## src/rtl/graphics_pkg.sv

```systemverilog
// rtl/graphics_pkg.sv - shared graphics types and memory-bus widths
package graphics_pkg;

  localparam int MM_MEM_ADDR_WIDTH = 32;
  localparam int MM_MEM_DATA_WIDTH = 32;
  localparam int COORD_WIDTH       = 10;
  localparam int COLOR_WIDTH       = 16;

  typedef struct packed {
    logic [COORD_WIDTH-1:0] x;
    logic [COORD_WIDTH-1:0] y;
    logic [COLOR_WIDTH-1:0] color;
  } pixel_t;

endpackage

```

## src/rtl/vga_pkg.sv

```systemverilog
// rtl/vga_pkg.sv - display timing constants shared with the frame buffer
package vga_pkg;

  localparam int WIDTH  = 640;
  localparam int HEIGHT = 480;

endpackage

```

## src/rtl/framebuffer_writer.sv

```systemverilog
// rtl/framebuffer_writer.sv - pixel stream to single-word frame-buffer writes
// One registered output stage; a stalled write freezes the stream sink.
module framebuffer_writer #(
  parameter int                       MM_ADDR_WIDTH    = graphics_pkg::MM_MEM_ADDR_WIDTH,
  parameter int                       MM_DATA_WIDTH    = graphics_pkg::MM_MEM_DATA_WIDTH,
  parameter logic [MM_ADDR_WIDTH-1:0] MM_START_ADDRESS = '0,
  parameter int                       FB_WIDTH         = vga_pkg::WIDTH,
  parameter int                       CHANNEL_WIDTH    = 1
) (
  input  logic                       clk,
  input  logic                       reset,
  output logic                       st_ready,
  input  graphics_pkg::pixel_t       st_data,
  input  logic [CHANNEL_WIDTH-1:0]   st_channel,
  input  logic                       st_valid,
  output logic                       mm_write,
  output logic [MM_ADDR_WIDTH-1:0]   mm_address,
  output logic [MM_DATA_WIDTH-1:0]   mm_writedata,
  input  logic                       mm_waitrequest
);

  localparam int BYTES_PER_WORD = MM_DATA_WIDTH / 8;
  localparam int COLOR_W        = $bits(st_data.color);

  logic                     mm_write_q, mm_write_d;
  logic [MM_ADDR_WIDTH-1:0] mm_address_q, mm_address_d;
  logic [MM_DATA_WIDTH-1:0] mm_writedata_q, mm_writedata_d;

  logic [63:0]              pix_index;
  logic [63:0]              byte_offset;
  logic [MM_DATA_WIDTH-1:0] color_word;
  logic                     unused_channel;

  assign unused_channel = ^st_channel;

  // Index is formed at 64 bits so y*FB_WIDTH + x never overflows before truncation.
  assign pix_index   = 64'(st_data.y) * 64'(FB_WIDTH) + 64'(st_data.x);
  assign byte_offset = pix_index * 64'(BYTES_PER_WORD);

  generate
    if (COLOR_W >= MM_DATA_WIDTH) begin : g_color_trunc
      assign color_word = st_data.color[MM_DATA_WIDTH-1:0];
    end else begin : g_color_ext
      assign color_word = {{(MM_DATA_WIDTH-COLOR_W){1'b0}}, st_data.color};
    end
  endgenerate

  assign st_ready = !mm_write_q || !mm_waitrequest;

  always_comb begin
    mm_write_d     = mm_write_q;
    mm_address_d   = mm_address_q;
    mm_writedata_d = mm_writedata_q;
    if (st_ready) begin
      mm_write_d = st_valid;
      if (st_valid) begin
        mm_address_d   = MM_START_ADDRESS + byte_offset[MM_ADDR_WIDTH-1:0];
        mm_writedata_d = color_word;
      end
    end
  end

  always_ff @(posedge clk) begin
    if (reset) begin
      mm_write_q     <= 1'b0;
      mm_address_q   <= '0;
      mm_writedata_q <= '0;
    end else begin
      mm_write_q     <= mm_write_d;
      mm_address_q   <= mm_address_d;
      mm_writedata_q <= mm_writedata_d;
    end
  end

  assign mm_write     = mm_write_q;
  assign mm_address   = mm_address_q;
  assign mm_writedata = mm_writedata_q;

endmodule

```

## config.mk

```make
export PLATFORM = sky130hd
export DESIGN_NAME = framebuffer_writer
export DESIGN_NICKNAME = d
export VERILOG_FILES = /design/src/rtl/graphics_pkg.sv /design/src/rtl/vga_pkg.sv /design/src/rtl/framebuffer_writer.sv
export SDC_FILE = /design/constraint.sdc
export NUM_CORES = 1
export LEC_CHECK = 0
export ABC_AREA = 1
export CAP_MARGIN = 20
export CORE_ASPECT_RATIO = 0.7
export CORE_UTILIZATION = 40
export DETAILED_ROUTE_END_ITERATION = 6
export PLACE_DENSITY = 0.77
export SETUP_SLACK_MARGIN = 0.02
export SKIP_CTS_REPAIR_TIMING = 1
export SLEW_MARGIN = 5
export SYNTH_ARGS = -nofsm -noshare
export SYNTH_HDL_FRONTEND = slang
export SYNTH_SLANG_ARGS = --single-unit
```

## constraint.sdc

```tcl
create_clock -name clk -period 3.1 [get_ports clk]
set_input_delay 0.31 -clock clk [delete_from_list [all_inputs] [get_ports clk]]
set_output_delay 0.31 -clock clk [all_outputs]
set_load 0.02 [all_outputs]
```

# Yosys cells after proc, flatten, opt, wreduce, memory -nomap -nowiden
# Index checks and enable logic that the tools add are counted.
word_totals:
  word_cells: 9
  reg_bits: 47
  output_inout_bits: 66
  input_bits: 41
classes:
  mul: 1
  n_reduce_logical: 4
  add_sub_neg: 1
ops:
  columns: ["cell", "count"]
  rows:
  - ["adder 20 x 10 -> 21 bit", 1]
  - ["multiplier 10 x 3 -> 13 bit, second input constant", 1]
  - ["zero test 1 bit", 2]
  - ["AND reduction 2 bit", 1]
  - ["logical OR 1 bit", 1]

# Longest topological paths before layout
logic_depth:
  depth_word: 3
  ltp_mapped: 15
  ltp_nobuf: 15

# Worst setup path before layout
# Ideal clock, no wire load.
synth_timing:
  path_kind: "input port to flip-flop"
  from: "in st_data[17] (netlist name)"
  to: "reg mm_address_q[18] (netlist: mm_address[18])"
  stages: 14
  setup_ns: 0.113
  slack_ns: 0.861
  arrival_ns: 2.126
  path_buffers: 0
  t_required_ns: 2.987
  path_cell_list: "ha_1 -> ha_1 -> fa_1 -> nand2_1 -> inv_1 -> nand2_1 -> nor2_1 -> nand2_1 -> nor2_2 -> nand2_1 -> nand2_1 -> nand2_1 -> o21ai_1 -> inv_1"
synth_via:
  elab_chain_cells: 2
synth_rtl:
  columns: ["item", "line_no", "rtl"]
  rows:
  - ["from (decl)", "framebuffer_writer.sv:13", "input graphics_pkg::pixel_t st_data,"]
  - ["multiplier 10 x 3 -> 13 bit", "framebuffer_writer.sv:37", "assign pix_index = 64'(st_data.y) * 64'(FB_WIDTH) + 64'(st_data.x);"]
  - ["adder 20 x 10 -> 21 bit", "framebuffer_writer.sv:37", null]
  - ["to (signal assigned)", "framebuffer_writer.sv:70", "mm_address_q <= mm_address_d;"]
  - ["to (decl)", "framebuffer_writer.sv:26", "logic [MM_ADDR_WIDTH-1:0] mm_address_q, mm_address_d;"]
# Every way passes these cells.
# A chain may end at the register's enable or synchronous reset.

# Worst setup path after layout
# Ends and elaborated chain as after synthesis.

==> flow_summary.yaml <==
status:
  run_status: "finished, final reports clean"
routing:
  postRouteWirelength_mm: 5.26
  violation_count_after_the_first_detailed_route_iteration: 81
  detailroute.via_count: 2192
  detail-route-antenna-nets: 0
  post_route_drc_violation_count: 0
  drt-wirelength-per-cell_um: 10.6
  routed_via_density: 4.44
  drt_pre_antenna_iters: 4
place:
  post_dp_cell_area_sq_um: 3150
  dp_hpwl_mm: 4.16
  placement.io_buffers: 78
  routabilityCongestion: 0.824
  post_placement_worst_setup_slack_ns: 0.172
logic_synthesis:
  yosysTopAreaCellShare_pct: 31.6
  synth_common_cells: "sky130_fd_sc_hd__nor2_1 (75), sky130_fd_sc_hd__nand2_1 (51), sky130_fd_sc_hd__dfxtp_1 (38), sky130_fd_sc_hd__inv_1 (36), sky130_fd_sc_hd__o21ai_0 (33)"
  synth.yosys.seq_area_share_pct: 31.6
  syn_inst: 343
  avgSynthCellArea_sq_um: 7.01
  most_instantiated_library_cell_after_synthesis: "sky130_fd_sc_hd__nor2_1"
  synth-edff-count: 0
  yosys_register_bits: 38
  yosysUniqueCellTypes: 28
  syn_area_sq_um: 2410
  synthTopCellsByArea: "sky130_fd_sc_hd__dfxtp_1 (32%), sky130_fd_sc_hd__nor2_1 (12%), sky130_fd_sc_hd__ha_1 (9.9%)"
  synth-async-reset-ratio_pct: 0
  post-synth-top-area-cell: "sky130_fd_sc_hd__dfxtp_1"
  synth.yosys.warnings: 0
  main_synth_ff_type: "sky130_fd_sc_hd__dfxtp_1"
clocking:
  cts_tree: "built"
  path_clk_slew_ns: 0.07
  worstSkewPairLatency_ns: 0.28
  cts_buffer_depth: 2
  clock_sink_count: 38
  cts_inserted_buffers: 5
  cts_root_buffer: "sky130_fd_sc_hd__clkbuf_8"
  number_of_h_tree_levels: 2
critical_path:
  crit_cells: 15
  crit_path_top_delay_cell: "sky130_fd_sc_hd__fa_1"
  reg2regPathDepth: 6
  path_max_fanout: 3
  reg2reg_slack_ns: 1.43
  timing.critical_path.max_delay_family: "adder cells"
  timing.rr.end: "mm_address[8]$_SDFFE_PP0P_"
  critical_path.endpoint_type: "flop"
  critPathRequiredTime_ns: 3.27
  path_common_cell: "sky130_fd_sc_hd__nand2_1"
  worst_setup_path_startpoint: "st_data[17]"
  setup.worst_path.end: "mm_address[18]$_SDFFE_PP0P_"
  critical_path.max_stage_delay_ns: 0.52
  cp.buffers_inverters: 3
  crit_path_cell_trace: "clkdlybuf4s50_1 > ha_1 > ha_1 > fa_1 > nand2_1 > inv_1 > nand2_1 > nor2_1 > nand2_1 > nor2_2 > nand2_1 > nand2_1 > nand2_1 > o21ai_1 > inv_1"
  path_class: "in2reg"
  critPathLaunchType: "input port"
  worstReg2RegStart: "mm_write$_SDFFE_PP0N_"
  arrival_time_at_the_worst_endpoint_ns: 2.80
floorplan:
  die_area_sq_um: 6330
  floorplan.die.height_um: 66.9
  total_i_o_pin_count: 107
  die-width_um: 94.7
  design.core.area_sq_um: 5760
  num_rows: 23
  start_util_pct: 41.8
timing:
  setup_violations: 0
  grt_setup_unrepaired: "false"
  tns_ns: 0
  fin_skew_ns: 0.00359
  relSlewSlack_pct: 43.0
  period_share_pct: 84.7
  hold_viol: 0
  worst-slew-pin-transition_ns: 0.855
  count_of_pins_over_their_slew_limit: 0
  final_critical_path_setup_slack_ns: 0.474
  final_period_minus_worst_setup_slack_ns: 2.63
  maxClockFrequency_mhz: 381
final_layout:
  post-route-cell-area_sq_um: 3230
  multi_input_comb_area_sq_um: 1360
  num-nets-final: 482
  flow.area_growth_from_synthesis_pct: 34.4
  area.sequential_sq_um: 761
  drive_above_1_share_pct: 4.30
  final.fill_count: 553
  antenna-diode-count: 0
power:
  power.density_cell_area_nw_per_um2: 429
  total_leakage_power_nw: 1.56
  ir_worst_vdd_mv: 0.219
grt:
  antenna_violations_before_repair: 0
  grt.overflow.total: 0
  grt_max_degree: 35
  grt_pass1_vias: 1822
  grt_usage_pct: 16.4
  grt_pass1_wl_mm: 8.07
job:
  max_cap_viol_count: 0
hold_path:
  worstHoldPathType: "reg2reg"
state kept, by name, summed over array words and instances (netlist names):
register / count
mm_address: 21
mm_write: 1
mm_writedata: 16
per-layer routing:
| layer | share of wire (%) | vias to the layer above | track usage (%) |
|---|---|---|---|
| met1 | 49 | 956 | 21.9 |
| li1 | - | 1176 | - |
| met4 | 0.17 | 0 | 1.70 |
| met5 | 0 | - | 0 |
| met3 | 6.4 | 2 | 5.37 |
| met2 | 44 | 58 | 26.3 |
worst min path at each step:
stage                           startpoint                     endpoint  cells after the start  slack, ns
2_1_floorplan                        reset  mm_address[12]$_SDFFE_PP0P_                      3       0.47
3_3_place_gp   mm_address[22]$_SDFFE_PP0P_  mm_address[22]$_SDFFE_PP0P_                      2       0.44
3_5_place_dp   mm_address[22]$_SDFFE_PP0P_  mm_address[22]$_SDFFE_PP0P_                      2       0.45
4_1_cts        mm_address[22]$_SDFFE_PP0P_  mm_address[22]$_SDFFE_PP0P_                      2       0.46
5_1_grt        mm_address[22]$_SDFFE_PP0P_  mm_address[22]$_SDFFE_PP0P_                      2       0.49
6_report       mm_address[22]$_SDFFE_PP0P_  mm_address[22]$_SDFFE_PP0P_                      2       0.46
stage by stage:
step	util [%]	cells	power (mW)	hold WS, ns
floorplan	-	369	0.914	0.470
global placement	54.7	488	1.06	0.437
detailed placement	54.7	488	1.07	0.448
CTS	56.2	494	1.40	0.459
global route	56.2	494	1.48	0.488
finish	56.2	494	1.39	0.463
layout make-up:
class	instances	area share, %
multi-input cells	258	42.0
clock buffers	6	2.55
well taps	75	2.90
flip-flops and latches	38	23.5
repair buffers	81	24.8
inverters	36	4.18
placed cells by master (no fill, tap or decap), drive strengths merged:
master | Yosys | layout
clkdlybuf4s50 | 0 | 78
nor2 | 78 | 78
nand2 | 54 | 54
dfxtp | 38 | 38
inv | 36 | 36
o21ai | 35 | 35
conb | 1 | 27
ha | 19 | 19
nand3 | 13 | 13
a21oi | 12 | 12
xor2 | 8 | 8
clkbuf | 7 | 6
nand3b | 3 | 3
buf | 30 | 3
nand4 | 2 | 2
fa | 2 | 2
nor3 | 2 | 2
or2 | 1 | 1
xnor2 | 1 | 1
mux2i | 1 | 1
tightest hold or removal path: stages, from the launching register on:
cell                      delay (ns)
sky130_fd_sc_hd__dfxtp_1        0.32
sky130_fd_sc_hd__nand2_1        0.06
sky130_fd_sc_hd__nor2_1         0.04
power breakdown:
| part | internal [mW] | leakage, nW | switching (mW) |
|---|---|---|---|
| clock network | 0.171 | 0.0431 | 0.153 |
| logic | 0.217 | 1.20 | 0.293 |
| registers | 0.531 | 0.315 | 0.0217 |
logic make-up after synthesis:
group	synth area share (%)
mux	0.416
xor+xnor	3.59
other cells	0.156
compound gates	9.93
flops	31.6
simple gates	26.7
fa+ha+maj	11.5
buf+inv	16.0
(Power assumes the default switching activity.)
